**config.mk**
```make
export PLATFORM = sky130hd
export DESIGN_NAME = fpnew_divsqrt_out_buffer
export DESIGN_NICKNAME = d
export VERILOG_FILES = /design/src/rtl/fpnew_pkg.sv /design/src/rtl/fpnew_fflags_accum.sv /design/src/rtl/fpnew_divsqrt_out_buffer.sv
export SDC_FILE = /design/constraint.sdc
export NUM_CORES = 1
export LEC_CHECK = 0
export BUFFER_PORTS_ARGS = -buffer_cell sky130_fd_sc_hd__buf_2
export CAP_MARGIN = 10
export CORE_ASPECT_RATIO = 1.25
export CORE_MARGIN = 10
export CORE_UTILIZATION = 40
export CTS_CLUSTER_SIZE = 25
export DETAILED_ROUTE_END_ITERATION = 8
export MAX_ROUTING_LAYER = met4
export PLACE_DENSITY_LB_ADDON = 0.05
export SLEW_MARGIN = 10
export SYNTH_ARGS = -nofsm -noshare
export SYNTH_HDL_FRONTEND = slang
export SYNTH_SLANG_ARGS = --single-unit
```
**constraint.sdc**
```tcl
create_clock -name clk_i -period 2 [get_ports clk_i]
set_input_delay 0.6 -clock clk_i [delete_from_list [all_inputs] [get_ports clk_i]]
set_output_delay 0.6 -clock clk_i [all_outputs]
set_load 0.01 [all_outputs]
```
**src/rtl/fpnew_pkg.sv**
```systemverilog
// Shared FPU package: IEEE exception status type and buffer sizing constant
// used by instantiating parents of the divsqrt output buffer.
package fpnew_pkg;

    typedef struct packed {
        logic NV;
        logic DZ;
        logic OF;
        logic UF;
        logic NX;
    } status_t;

    localparam int unsigned DIVSQRT_OUTBUF_DEPTH = 32'd4;

endpackage

```
**src/rtl/fpnew_fflags_accum.sv**
```systemverilog
// Sticky IEEE exception flag register: ORs in the status of each retired
// result; a clear in the same cycle as an accumulate keeps only the new status.
module fpnew_fflags_accum
    import fpnew_pkg::*;
(
    input  logic    clk_i,
    input  logic    rst_ni,
    input  logic    clear_i,
    input  logic    acc_en_i,
    input  status_t status_i,
    output status_t flags_o
);

    status_t flags_r;
    status_t flags_next_s;

    // Next-state: optionally cleared history merged with the accepted status
    always_comb begin
        flags_next_s = flags_r;
        if (clear_i) begin
            flags_next_s = status_t'(5'b00000);
        end else begin
            flags_next_s = flags_r;
        end
        if (acc_en_i) begin
            flags_next_s = status_t'(flags_next_s | status_i);
        end else begin
            flags_next_s = flags_next_s;
        end
    end

    // Flag state register
    always_ff @(posedge clk_i or negedge rst_ni) begin
        if (!rst_ni) begin
            flags_r <= status_t'(5'b00000);
        end else begin
            flags_r <= flags_next_s;
        end
    end

    assign flags_o = flags_r;

endmodule

```
**src/rtl/fpnew_divsqrt_out_buffer.sv**
```systemverilog
// In-order result FIFO between the divsqrt unit and the FPU output arbiter.
// Define FPNEW_DIVSQRT_OUTBUF_STICKY_FLAGS_EN to add the sticky flag accumulator.
module fpnew_divsqrt_out_buffer
    import fpnew_pkg::*;
#(
    parameter int unsigned WIDTH   = 64,
    parameter int unsigned Depth   = 4,
    parameter type         TagType = logic,
    parameter type         AuxType = logic
) (
    input  logic                       clk_i,
    input  logic                       rst_ni,
    input  logic [WIDTH-1:0]           result_i,
    input  status_t                    status_i,
    input  logic                       extension_bit_i,
    input  TagType                     tag_i,
    input  AuxType                     aux_i,
    input  logic                       in_valid_i,
    output logic                       in_ready_o,
    input  logic                       flush_i,
    output logic [WIDTH-1:0]           result_o,
    output status_t                    status_o,
    output logic                       extension_bit_o,
    output TagType                     tag_o,
    output AuxType                     aux_o,
    output logic                       out_valid_o,
    input  logic                       out_ready_i,
`ifdef FPNEW_DIVSQRT_OUTBUF_STICKY_FLAGS_EN
    input  logic                       flags_clear_i,
    output status_t                    flags_o,
`endif
    output logic [$clog2(Depth+1)-1:0] usage_o,
    output logic                       busy_o
);

    localparam int unsigned PtrW = (Depth > 32'd1) ? $clog2(Depth) : 32'd1;
    localparam int unsigned CntW = $clog2(Depth+1);

    typedef struct packed {
        logic [WIDTH-1:0] result;
        status_t          status;
        logic             ext;
        TagType           tag;
        AuxType           aux;
    } entry_t;

    entry_t            mem_r [Depth];
    entry_t            entry_in_s;
    entry_t            head_s;
    logic [PtrW-1:0]   wr_ptr_r, wr_ptr_next_s;
    logic [PtrW-1:0]   rd_ptr_r, rd_ptr_next_s;
    logic [CntW-1:0]   usage_r, usage_next_s;
    logic              push_s;
    logic              pop_s;

    // Ready/valid depend only on stored occupancy, so a full buffer rejects
    // a push even when the head is popped in the same cycle.
    assign in_ready_o  = (usage_r != CntW'(Depth));
    assign out_valid_o = (usage_r != CntW'(0));
    assign busy_o      = (usage_r != CntW'(0));
    assign usage_o     = usage_r;

    assign push_s = in_valid_i & in_ready_o & ~flush_i;
    assign pop_s  = out_valid_o & out_ready_i & ~flush_i;

    assign entry_in_s = '{result: result_i, status: status_i, ext: extension_bit_i,
                          tag: tag_i, aux: aux_i};

    assign head_s          = mem_r[rd_ptr_r];
    assign result_o        = head_s.result;
    assign status_o        = head_s.status;
    assign extension_bit_o = head_s.ext;
    assign tag_o           = head_s.tag;
    assign aux_o           = head_s.aux;

    // Pointer and occupancy next-state; flush overrides push and pop
    always_comb begin
        wr_ptr_next_s = wr_ptr_r;
        rd_ptr_next_s = rd_ptr_r;
        usage_next_s  = usage_r;
        if (flush_i) begin
            wr_ptr_next_s = PtrW'(0);
            rd_ptr_next_s = PtrW'(0);
            usage_next_s  = CntW'(0);
        end else begin
            if (push_s) begin
                wr_ptr_next_s = (wr_ptr_r == PtrW'(Depth-1)) ? PtrW'(0) : wr_ptr_r + PtrW'(1);
            end else begin
                wr_ptr_next_s = wr_ptr_r;
            end
            if (pop_s) begin
                rd_ptr_next_s = (rd_ptr_r == PtrW'(Depth-1)) ? PtrW'(0) : rd_ptr_r + PtrW'(1);
            end else begin
                rd_ptr_next_s = rd_ptr_r;
            end
            case ({push_s, pop_s})
                2'b10:   usage_next_s = usage_r + CntW'(1);
                2'b01:   usage_next_s = usage_r - CntW'(1);
                default: usage_next_s = usage_r;
            endcase
        end
    end

    // Control state registers
    always_ff @(posedge clk_i or negedge rst_ni) begin
        if (!rst_ni) begin
            wr_ptr_r <= PtrW'(0);
            rd_ptr_r <= PtrW'(0);
            usage_r  <= CntW'(0);
        end else begin
            wr_ptr_r <= wr_ptr_next_s;
            rd_ptr_r <= rd_ptr_next_s;
            usage_r  <= usage_next_s;
        end
    end

    // Entry storage, cleared on reset so the head reads zero while empty
    always_ff @(posedge clk_i or negedge rst_ni) begin
        if (!rst_ni) begin
            for (int unsigned i = 0; i < Depth; i++) begin
                mem_r[i] <= '0;
            end
        end else if (push_s) begin
            mem_r[wr_ptr_r] <= entry_in_s;
        end
    end

`ifdef FPNEW_DIVSQRT_OUTBUF_STICKY_FLAGS_EN
    fpnew_fflags_accum i_fflags_accum (
        .clk_i    (clk_i),
        .rst_ni   (rst_ni),
        .clear_i  (flags_clear_i),
        .acc_en_i (pop_s),
        .status_i (status_o),
        .flags_o  (flags_o)
    );
`endif

endmodule

```
==> results of run 1 <==
==> registers in the layout, summed over array words and instances, names as in the netlist <==
signal,cells
usage_o,3
mem_r,288
wr_ptr_r,2
rd_ptr_r,2
==> worst max-delay path: stages (launching register included) <==
cell	delay, ns
dfrtp_4	0.44
buf_12	0.16
buf_16	0.15
mux4_2	0.55
buf_6	0.15
==> per-stage QoR <==
stage	cells	worst slack, ns	hold WS [ns]	setup TNS (ns)
floorplan	759	-0.05446	0.3044	-14.55
global placement	1336	-0.1228	0.4683	-6.126
detailed placement	1336	-0.1267	0.4731	-6.196
CTS	1424	-0.6182	0.3132	-71.21
global route	1466	-0.6584	0.3390	-64.66
finish	1466	-0.5912	0.3580	-52.95
==> cell families after synthesis <==
logic type	count (synthesis)
flops	295
xor+xnor	1
compound gates	12
fa+ha+maj	6
buf+inv	53
simple gates	31
mux	361
==> area by class of cell <==
| cell class | count | area, sq um |
|---|---|---|
| Fill cell | 2483 | 13640 |
| Sequential cell | 295 | 7391 |
| Multi-Input combinational cell | 413 | 6435 |
| Timing Repair Buffer | 276 | 3378 |
| Clock buffer | 56 | 1117 |
| Tap cell | 418 | 523.0 |
| Clock inverter | 4 | 95.09 |
| Inverter | 2 | 7.507 |
| Antenna cell | 2 | 5.005 |
==> placed cells by master (no fill, tap or decap), types with 4 or more instances in the layout <==
cell type,Yosys,routed
mux4_2,72,72
buf_4,2,24
a21oi_1,4,4
buf_8,2,12
mux2_2,257,4
buf_16,0,21
nand2_8,4,6
mux2_4,10,284
dfrtp_1,295,292
nor2_1,5,4
buf_2,6,99
nand2_1,5,5
buf_12,0,38
clkbuf_8,0,12
buf_6,27,62
ha_1,5,5
clkbuf_16,0,56
clkbuf_1,10,7
==> where the power goes <==
part           leakage [nW]  internal, mW  switching (mW)
Sequential             3.71          7.67           0.965
Clock                 0.597          4.19            2.40
Combinational          5.14          4.29            2.05
==> path summary, 6_finish.rpt <==
path | end | slack, ns | depth (start not counted)
max | result_o[52] | -0.59 | 4
min | usage_o[0] | 0.36 | 2
max reg2reg | usage_o[2] | -0.14 | 8
min reg2reg | mem_r[134] | 0.50 | 1
max in group asynchronous | mem_r[139] | 0.76 | 4
min in group asynchronous | mem_r[15] | 0.53 | 2
==> what timing repair did <==
| item | 4_1_cts | 5_1_grt |
|---|---|---|
| cloned | 13 | 27 |
| setup endpoints to repair | 108 | 356 |
| hold buffers | 1 | 0 |
| endpoints found under the hold margin | 20 | 0 |
| resized for setup | 189 | 208 |
| buffers inserted | 14 | 21 |
| pin swaps | 8 | 7 |
==> layer usage <==
layer / wire [um] / vias up / GRT usage
met5: 0 / - / -
met4: 577 / 0 / 0.04100
met3: 1659 / 38 / 0.03821
met2: 20250 / 162 / 0.3020
met1: 15510 / 4267 / 0.2020
li1: - / 3383 / -
==> metrics.md, run 1 <==
| Metric | Value |
|---|---|
| Post-DRT Antenna Nets | `0` |
| Failing checks | `negative setup slack` |
| Clock tree buffer depth | `3` |
| DR vias | `7850` |
| Layout area overhead | `44.30%` |
| Max H-tree Level | `2` |
| First-pass GRT wire length | `53820 um` |
| Pwr/cell area | `1138 mW/mm^2` |
| Num CTS Buffers | `34` |
| XOR/XNOR share of the synthesized area | `0.0006669` |
| Hold_sp | `flush_i` |
| Layout Utilization | `0.5815` |
| Worst Path Arrival | `1.99 ns` |
| Largest net degree at the start of global routing | `67` |
| Initial DRC count | `362` |
| PnR Total Power | `21.57 mW` |
| Post-synth cell types | `39` |
| Crit share post-route | `1.296` |
| Post-synth EDFFs | `0` |
| Status | `finished with violations` |
| IO buf count | `154` |
| Synth Area in Simple Gates | `0.01762` |
| # rows | `74` |
| Synth top area share | `0.5621` |
| Clk_skew | `0.01420 ns` |
| Worst min path class | `in2reg` |
| Critical path endpoint category | `output port` |
| Final WL | `37990 um` |
| Max-slew headroom | `0.7085` |
| Final worst slack | `-0.5912 ns` |
| Leak | `9.439 nW` |
| Vias per std cell | `5.355` |
| Root Buffer | `clkbuf_16` |
| Fmax | `385.9 MHz` |
| Compound-Gate Fraction of Synth Area | `0.005811` |
| Synth top cells by count | `295 x dfrtp_1, 257 x mux2_2, 72 x mux4_2` |
| Cells after Synth | `759` |
| Required time of the critical path | `1.40 ns` |
| Die H | `222.6 um` |
| Maximum vdd ir drop | `0.7164 mV` |
| Initial core utilization | `0.4030` |
| # IOs | `155` |
| Die area | `0.04053 sq mm` |
| Clk Latency, worst-skew pair | `0.52 ns` |
| Global route overflow | `0` |
| Post-Syn Nets | `842` |
| DR DRC count | `0` |
| Share of cells above drive strength 1 | `0.6769` |
| Max Slew Vio Count | `0` |
| Largest family of logic cells by synthesized area | `multiplexers` |
| RD Place Congestion | `0.7468` |
| Yosys reg bits | `295` |
| Post-synthesis mux area share | `0.3740` |
| Clk pin slew, worst setup/hold paths | `0.06 ns` |
| Drt pass-1 iters | `4` |
| RSZ-0062 raised after global routing | `true` |
| Avg Inst Size Synth | `17.30 sq um` |
| Post-Syn Area | `0.01313 sq mm` |
| Die width | `182.1 um` |
| Fin crit period | `2.591 ns` |
| Sink Count | `295` |
| Layout Cell Area excl Fill | `0.01895 sq mm` |
| Startpoint types | `flop` |
| Syn. warnings | `0` |
| CORE AREA | `0.03259 sq mm` |
| Antenna violations before repair | `2` |
| Reg2reg start | `usage_o[0]` |
| CTS tree | `done` |
| Post-synthesis sequential area ratio | `0.5621` |
| Main synth FF type | `dfrtp_1` |
| Vias in the first global route | `8959` |
| Largest cells by area after synthesis | `dfrtp_1 56%, mux2_2 22%, mux4_2 12%, buf_6 2.3%, mux2_1 1.8%` |
| Kind of critical path | `reg2out` |
| Critical-path maximum fanout | `8` |
| GRT Overall Usage | `0.1743` |
| Crit path from | `rd_ptr_r[0]` |
| Setup violations, final | `294` |
| Fin nets | `1105` |
| Total of max-cap violations | `0` |
| Worst-Margin Slew | `0.4372 ns` |
| Cell Area, Placed | `0.01490 sq mm` |
| Asr flop ratio synth | `1.000` |
| Top-count cell post-synth | `dfrtp_1` |
| DPL Wire Length | `21390 um` |
| Adder-cell share of the synthesized area | `0.006288` |
| Area leader, netlist | `dfrtp_1` |
| Final Hold Fails | `0` |
| Avg WL per Cell | `25.91 um` |
Note: power is estimated with default switching activity, not from simulation.
==> run 2, diff against run 1 <==
--- a/config.mk
+++ b/config.mk
@@ -5,6 +5,7 @@
 export SDC_FILE = /design/constraint.sdc
 export NUM_CORES = 1
 export LEC_CHECK = 0
+export ABC_AREA = 1
 export BUFFER_PORTS_ARGS = -buffer_cell sky130_fd_sc_hd__buf_2
 export CAP_MARGIN = 10
 export CORE_ASPECT_RATIO = 1.25
==> metrics.md, run 2 <==
| Metric | Value |
|---|---|
| Fin crit period | `2.513 ns (-0.07826 ns)` |
| Share of cells above drive strength 1 | `0.2348 (-0.4420)` |
| Max-slew headroom | `0.6886 (-0.01989)` |
| Post-Syn Nets | `1549 (+84%)` |
| Fmax | `397.9 MHz (+3.1%)` |
| Critical path endpoint category | `output port` |
| Final worst slack | `-0.5129 ns (+0.07826 ns)` |
| Largest net degree at the start of global routing | `97 (+45%)` |
| # rows | `73 (-1.4%)` |
| Total of max-cap violations | `0 (unchanged)` |
| Post-synthesis sequential area ratio | `0.5770 (+0.01495)` |
| Sink Count | `295 (unchanged)` |
| Syn. warnings | `0 (unchanged)` |
| Fin nets | `1710 (+55%)` |
| Pre-CTS setup slack | `-0.08838 ns (+0.03836 ns)` |
| Max reg flops | `288 (unchanged)` |
| Avg WL per Cell | `17.92 um (-31%)` |
| Synth top cells by count | `306 x nand2_1, 295 x dfrtp_1, 242 x o21ai_1` |
| Top-count cell post-synth | `nand2_1` |
| Die width | `180.0 um (-1.2%)` |
| Die area | `0.03958 sq mm (-2.3%)` |
| Startpoint types | `flop` |
| Post-DRT Antenna Nets | `0 (unchanged)` |
| PnR Total Power | `26.99 mW (+25%)` |
| Most frequent cells in the layout | `312 x o21ai_1, 305 x nand2_1, 292 x dfrtp_1` |
| Clk Latency, worst-skew pair | `0.54 ns (+0.02 ns)` |
| Final WL | `36920 um (-2.8%)` |
| CTS tree | `done` |
| Post-synth cell types | `25 (-36%)` |
| Max H-tree Level | `2 (unchanged)` |
| Placed cell count | `1978 (+48%)` |
| Num CTS Buffers | `34 (unchanged)` |
| Final Hold Fails | `0 (unchanged)` |
| GRT Overall Usage | `0.1860 (+0.01171)` |
| Synth top area share | `0.5770 (+0.01495)` |
| Main synth FF type | `dfrtp_1` |
| IO buf count | `154 (unchanged)` |
| Vias per std cell | `5.153 (-3.8%)` |
| Largest cells by area after synthesis | `dfrtp_1 58%, o21ai_1 9.5%, nand2_1 9.0%, o21ai_0 7.6%, nor2_1 4.3%` |
| Antenna violations before repair | `0 (-2)` |
| Avg Inst Size Synth | `8.727 sq um (-50%)` |
| Worst Path Arrival | `1.91 ns (-0.08 ns)` |
| Layout area overhead | `27.49%` |
| Die H | `220.0 um (-1.2%)` |
| Most flops, register | `mem_r` |
| Combinational Power Share | `0.386 (+0.092)` |
| Switch Pwr | `9.823 mW (+81%)` |
| Initial core utilization | `0.4037 (+0.0006688)` |
| RSZ-0062 raised after global routing | `true` |
| FF/Latch Area | `0.007388 sq mm (about the same)` |
| Area leader, netlist | `dfrtp_1` |
| Most common cell after layout, fill and taps aside | `o21ai_1` |
| Required time of the critical path | `1.40 ns (about the same)` |
| N_diodes | `0 (-2)` |
| Global route overflow | `0 (unchanged)` |
| Crit share post-route | `1.256 (-0.03913)` |
| Pint | `17.16 mW (+6.3%)` |
| Yosys reg bits | `295 (unchanged)` |
| DPL Wire Length | `21940 um (+2.6%)` |
| Initial DRC count | `519 (+43%)` |
| Root Buffer | `clkbuf_16` |
| Leak | `8.011 nW (-15%)` |
| Clock tree buffer depth | `3 (unchanged)` |
| Clk_skew | `0.01747 ns (+0.003277 ns)` |
| Asr flop ratio synth | `1.000 (unchanged)` |
| Switching part of the total power | `0.3640 (+0.1130)` |
| Clock Power Share | `0.236 (-0.069)` |
| Drt pass-1 iters | `5 (+1)` |
| Failing checks | `negative setup slack` |
| First-pass GRT wire length | `58860 um (+9.4%)` |
| Finished Layout Cells | `2060 (+41%)` |
| CORE AREA | `0.03169 sq mm (-2.8%)` |
| Post-Syn Area | `0.01279 sq mm (-2.6%)` |
| Max Slew Vio Count | `0 (unchanged)` |
| # IOs | `155 (unchanged)` |
| Area occupied by multi-input gates | `0.004946 sq mm (-23%)` |
| DR vias | `10620 (+35%)` |
| Setup violations, final | `72 (-76%)` |
| DR DRC count | `0 (unchanged)` |
| Worst-Margin Slew | `0.4671 ns (+0.02984 ns)` |
| RD Place Congestion | `0.7694 (+3.0%)` |
| Pwr/cell area | `1655 mW/mm^2 (+45%)` |
| Clk pin slew, worst setup/hold paths | `0.06 ns (about the same)` |
| Worst min path class | `in2reg` |
| Kind of critical path | `reg2out` |
| Cells after Synth | `1466 (+93%)` |
| Status | `finished with violations` |
| Maximum vdd ir drop | `0.9824 mV (+37%)` |
| Post-synth EDFFs | `0 (unchanged)` |
| Fillers | `3069 (+24%)` |
| Vias in the first global route | `10940 (+22%)` |
| Sequential power share | `0.379 (-0.022)` |
| Critical-path maximum fanout | `7 (-1)` |
[run 2: changes by cell type after synthesis, moves of 72 or more]
cell / previous run / this run
mux4_2: 72 / 0
nor2_1: 5 / 146
nand2_1: 5 / 306
o21ai_0: 2 / 195
mux2_2: 257 / 0
o22ai_1: 0 / 72
inv_1: 2 / 80
o21ai_1: 0 / 242
[run 2: metal layers]
metal / global-route usage / part of all wire
met5: - / 0
met2: 0.3160 / 0.49
met3: 0.03150 / 0.040
met1: 0.2265 / 0.45
met4: 0.04913 / 0.020
[run 2: what timing repair did]
action / CTS / global route
endpoints found under the setup margin: 72 / 75
gates cloned: 6 / 6
gates resized for setup: 63 / 172
setup buffers: 8 / 6
pin swaps: 24 / 19
hold buffers: 1 / 0
endpoints found under the hold margin: 32 / 0
[run 2: kinds of logic after synthesis]
group / synth area share
AO/OA/AOI/OAI: 0.2071
flip-flops: 0.5770
AND/OR/NAND/NOR: 0.1408
buffers and inverters: 0.06787
adder cells (fa/ha/maj): 0.006455
XOR/XNOR: 0.0006847
[run 2: area by class of cell]
| cell class | count | share of cell area |
|---|---|---|
| inverters | 82 | 0.01979 |
| clock inverters | 14 | 0.01174 |
| flip-flops and latches | 295 | 0.4530 |
| multi-input cells | 982 | 0.3032 |
| clock buffers | 43 | 0.05792 |
| repair buffers | 232 | 0.1227 |
| well taps | 412 | 0.03160 |
[run 2: per-stage QoR]
step	instance area [sq um]	hold slack (ns)	util	setup TNS (ns)
after floorplan	12790	0.3044	-	0
after global placement	14270	0.4619	0.4503	-0.1648
after detailed placement	14270	0.4682	0.4503	-0.1619
after CTS	15780	0.3379	0.4980	-34.74
after global routing	16310	0.3725	0.5146	-36.27
final	16310	0.3557	0.5146	-30.16
[run 2: worst max-delay path, stage by stage, from the launching register on]
cell and delay (ns):
dfrtp_4 0.49, clkinv_8 0.12, buf_12 0.16, buf_4 0.13, buf_6 0.11, o21ai_2 0.11
o22ai_2 0.11, buf_2 0.15
[run 2: final timing paths]
check                        startpoint            to  slack, ns  cells after the start
max                         rd_ptr_r[0]  result_o[58]      -0.51                      7
min in group asynchronous        rst_ni     mem_r[15]       0.59                      2
max reg2reg                  usage_o[0]    usage_o[2]       0.23                     11
max in group asynchronous        rst_ni     mem_r[58]       0.71                      3
min                        result_i[42]    mem_r[122]       0.36                      3
min reg2reg                  mem_r[146]    mem_r[146]       0.48                      2
[run 2: power by group through the flow]
| stage | Sequential, mW | Clock [mW] | Combinational [mW] |
|---|---|---|---|
| 2_1_floorplan | 9.69 | 0 | 5.57 |
| 3_3_place_gp | 10.1 | 0 | 8.77 |
| 3_5_place_dp | 10.1 | 0 | 8.91 |
| 4_1_cts | 10.0 | 6.53 | 9.69 |
| 5_1_grt | 10.6 | 6.78 | 11.7 |
| 6_report | 10.2 | 6.36 | 10.4 |
==> run 3, diff against run 2 <==
==> constraint.sdc (replaced) <==
create_clock -name clk_i -period 3.25 [get_ports clk_i]
set_input_delay 0.975 -clock clk_i [delete_from_list [all_inputs] [get_ports clk_i]]
set_output_delay 0.975 -clock clk_i [all_outputs]
set_load 0.01 [all_outputs]
==> metrics.md, run 3 (synthesis gave the netlist of run 2 again) <==
| Metric | Value |
|---|---|
| Status | `finished clean` |
| Max H-tree Level | `1 (-1)` |
| Met3 WL | `1267 um (-14%)` |
| DR DRC count | `0 (unchanged)` |
| Drt pass-1 iters | `5 (unchanged)` |
| Routed length on met2 | `17070 um (-6.2%)` |
| Maximum vdd ir drop | `0.5818 mV (-41%)` |
| Worst Path Arrival | `2.15 ns (+0.24 ns)` |
| CTS tree | `done` |
| Cell Area, Placed | `0.01394 sq mm (-2.3%)` |
| Max reg flops | `288 (unchanged)` |
| Antenna violations before repair | `0 (unchanged)` |
| Setup violations, final | `0 (-100%)` |
| Largest net degree at the start of global routing | `87 (-10%)` |
| N_diodes | `0 (unchanged)` |
| Final WL | `34300 um (-7.1%)` |
| Layout Utilization | `0.4742 (-0.04042)` |
| Post-DRT Antenna Nets | `0 (unchanged)` |
| Clk Latency, worst-skew pair | `0.55 ns (about the same)` |
| Top Layer Used | `met4` |
| IO buf count | `154 (unchanged)` |
| # IOs | `155 (unchanged)` |
| First-pass GRT wire length | `56460 um (-4.1%)` |
| Vias in the first global route | `10540 (-3.6%)` |
| Vias per std cell | `5.082 (-1.4%)` |
| DPL Wire Length | `20680 um (-5.7%)` |
| Num CTS Buffers | `31 (-8.8%)` |
| Fin crit period | `3.124 ns` |
| Total of max-cap violations | `0 (unchanged)` |
| Final Hold Fails | `0 (unchanged)` |
| Die area | `0.03958 sq mm (unchanged)` |
| Kind of critical path | `reg2out` |
| Cell count of the worst reg-to-reg path | `11 (unchanged)` |
| Crit path from | `rd_ptr_r[0]` |
| Initial DRC count | `689 (+33%)` |
| Most flops, register | `mem_r` |
| Reg2reg start | `usage_o[1]` |
| Finished Layout Cells | `2010 (-2.4%)` |
| Critical-path maximum fanout | `45 (+38)` |
| Initial core utilization | `0.4037 (unchanged)` |
| CORE AREA | `0.03169 sq mm (unchanged)` |
| Worst min path class | `in2async` |
| Clk_skew | `0.007812 ns (-0.009661 ns)` |
| Max Slew Vio Count | `0 (unchanged)` |
| Global route overflow | `0 (unchanged)` |
| Leak | `7.478 nW (-6.7%)` |
| Reg2reg setup slack | `1.30 ns (+1.07 ns)` |
| Clock tree buffer depth | `3 (unchanged)` |
| Layout area overhead | `17.48%` |
| RSZ-0062 raised after global routing | `false` |
| Crit share post-route | `0.9612` |
| Fmax | `320.1 MHz` |
| Worst r2r dst | `usage_o[2]` |
| Most common cell after layout, fill and taps aside | `nand2_1` |
| Pwr/cell area | `997.3 mW/mm^2 (-40%)` |
| Die H | `220.0 um (unchanged)` |
| Worst setup path endpoint | `result_o[19]` |
| Required time of the critical path | `2.27 ns (+0.87 ns)` |
| Max-slew headroom | `0.5338 (-0.1548)` |
| Startpoint types | `flop` |
| Avg WL per Cell | `17.06 um (-4.8%)` |
| DR vias | `10220 (-3.8%)` |
| Share of cells above drive strength 1 | `0.1539 (-0.08089)` |
| Placed cell count | `1955 (-1.2%)` |
| Fin nets | `1660 (-2.9%)` |
| Die width | `180.0 um (unchanged)` |
| Sink Count | `295 (unchanged)` |
| Clk pin slew, worst setup/hold paths | `0.06 ns (about the same)` |
| Wire length on met1 | `15410 um (-6.7%)` |
| Layout Cell Area excl Fill | `0.01503 sq mm (-7.9%)` |
| Most frequent cells in the layout | `306 x nand2_1, 293 x dfrtp_1, 242 x o21ai_1` |
| Root Buffer | `clkbuf_16` |
| RD Place Congestion | `0.7520 (-2.3%)` |
| GRT Overall Usage | `0.1771 (-0.008894)` |
| Critical path endpoint category | `output port` |
| Worst-Margin Slew | `0.6993 ns (+0.2322 ns)` |
| # rows | `73 (unchanged)` |
| Fillers | `3207 (+4.5%)` |
run 3: layer usage:
metal  GRT usage  vias to the layer above
met5           -                        -
met4     0.04057                        0
met3     0.02363                       37
met2      0.3061                      191
met1      0.2175                     4898
li1            -                     5089
run 3: how the worst min path moves through the flow:
| stage | start | end | slack, ns |
|---|---|---|---|
| final | rst_ni | mem_r[15] | 0.41 |
| after CTS | rst_ni | mem_r[231] | 0.42 |
| after global routing | rst_ni | mem_r[231] | 0.44 |
| after floorplan | mem_r[143] | mem_r[143] | 0.45 |
| after detailed placement | mem_r[84] | mem_r[84] | 0.47 |
| after global placement | mem_r[84] | mem_r[84] | 0.46 |
run 3: power breakdown:
group | internal (mW) | total [mW] | switching (mW) | leakage, nW
Sequential | 5.30 | 6.16 | 0.857 | 3.78
Clock | 2.29 | 3.71 | 1.42 | 0.530
Combinational | 2.06 | 5.12 | 3.06 | 3.17
Total | 9.65 | 15.0 | 5.34 | 7.48
run 3: repair_timing:
item,CTS,global route
pin swaps,0,0
hold buffers,0,0
buffers inserted,0,1
gates resized for setup,2,0
setup endpoints to repair,5,26
run 3: metrics by stage:
| step | setup TNS [ns] | setup slack, ns | hold WS (ns) | power [mW] |
|---|---|---|---|---|
| 2_1_floorplan | 0 | 0.9914 | 0.4478 | 9.395 |
| 3_3_place_gp | 0 | 0.5972 | 0.4613 | 11.35 |
| 3_5_place_dp | 0 | 0.5735 | 0.4676 | 11.44 |
| 4_1_cts | -0.008401 | -0.005234 | 0.4214 | 15.24 |
| 5_1_grt | 0 | 0.02031 | 0.4436 | 16.27 |
| 6_report | 0 | 0.1260 | 0.4058 | 14.99 |
run 3: area by class of cell:
class,instances,area [sq um],share of cell area
inverter,82,310.3,0.02065
tap,412,515.5,0.03430
sequential,295,7387,0.4915
timing repair buffer,185,1204,0.08009
clock inverter,10,175.2,0.01166
multi-input combinational,982,4543,0.3023
clock buffer,44,894.6,0.05952
run 3: critical path, cell delays in order, from the launching register on:
cell and delay [ns]:
dfrtp_4 0.59, inv_4 0.19, buf_12 0.24, o21ai_0 0.11, o22ai_1 0.25, buf_2 0.19
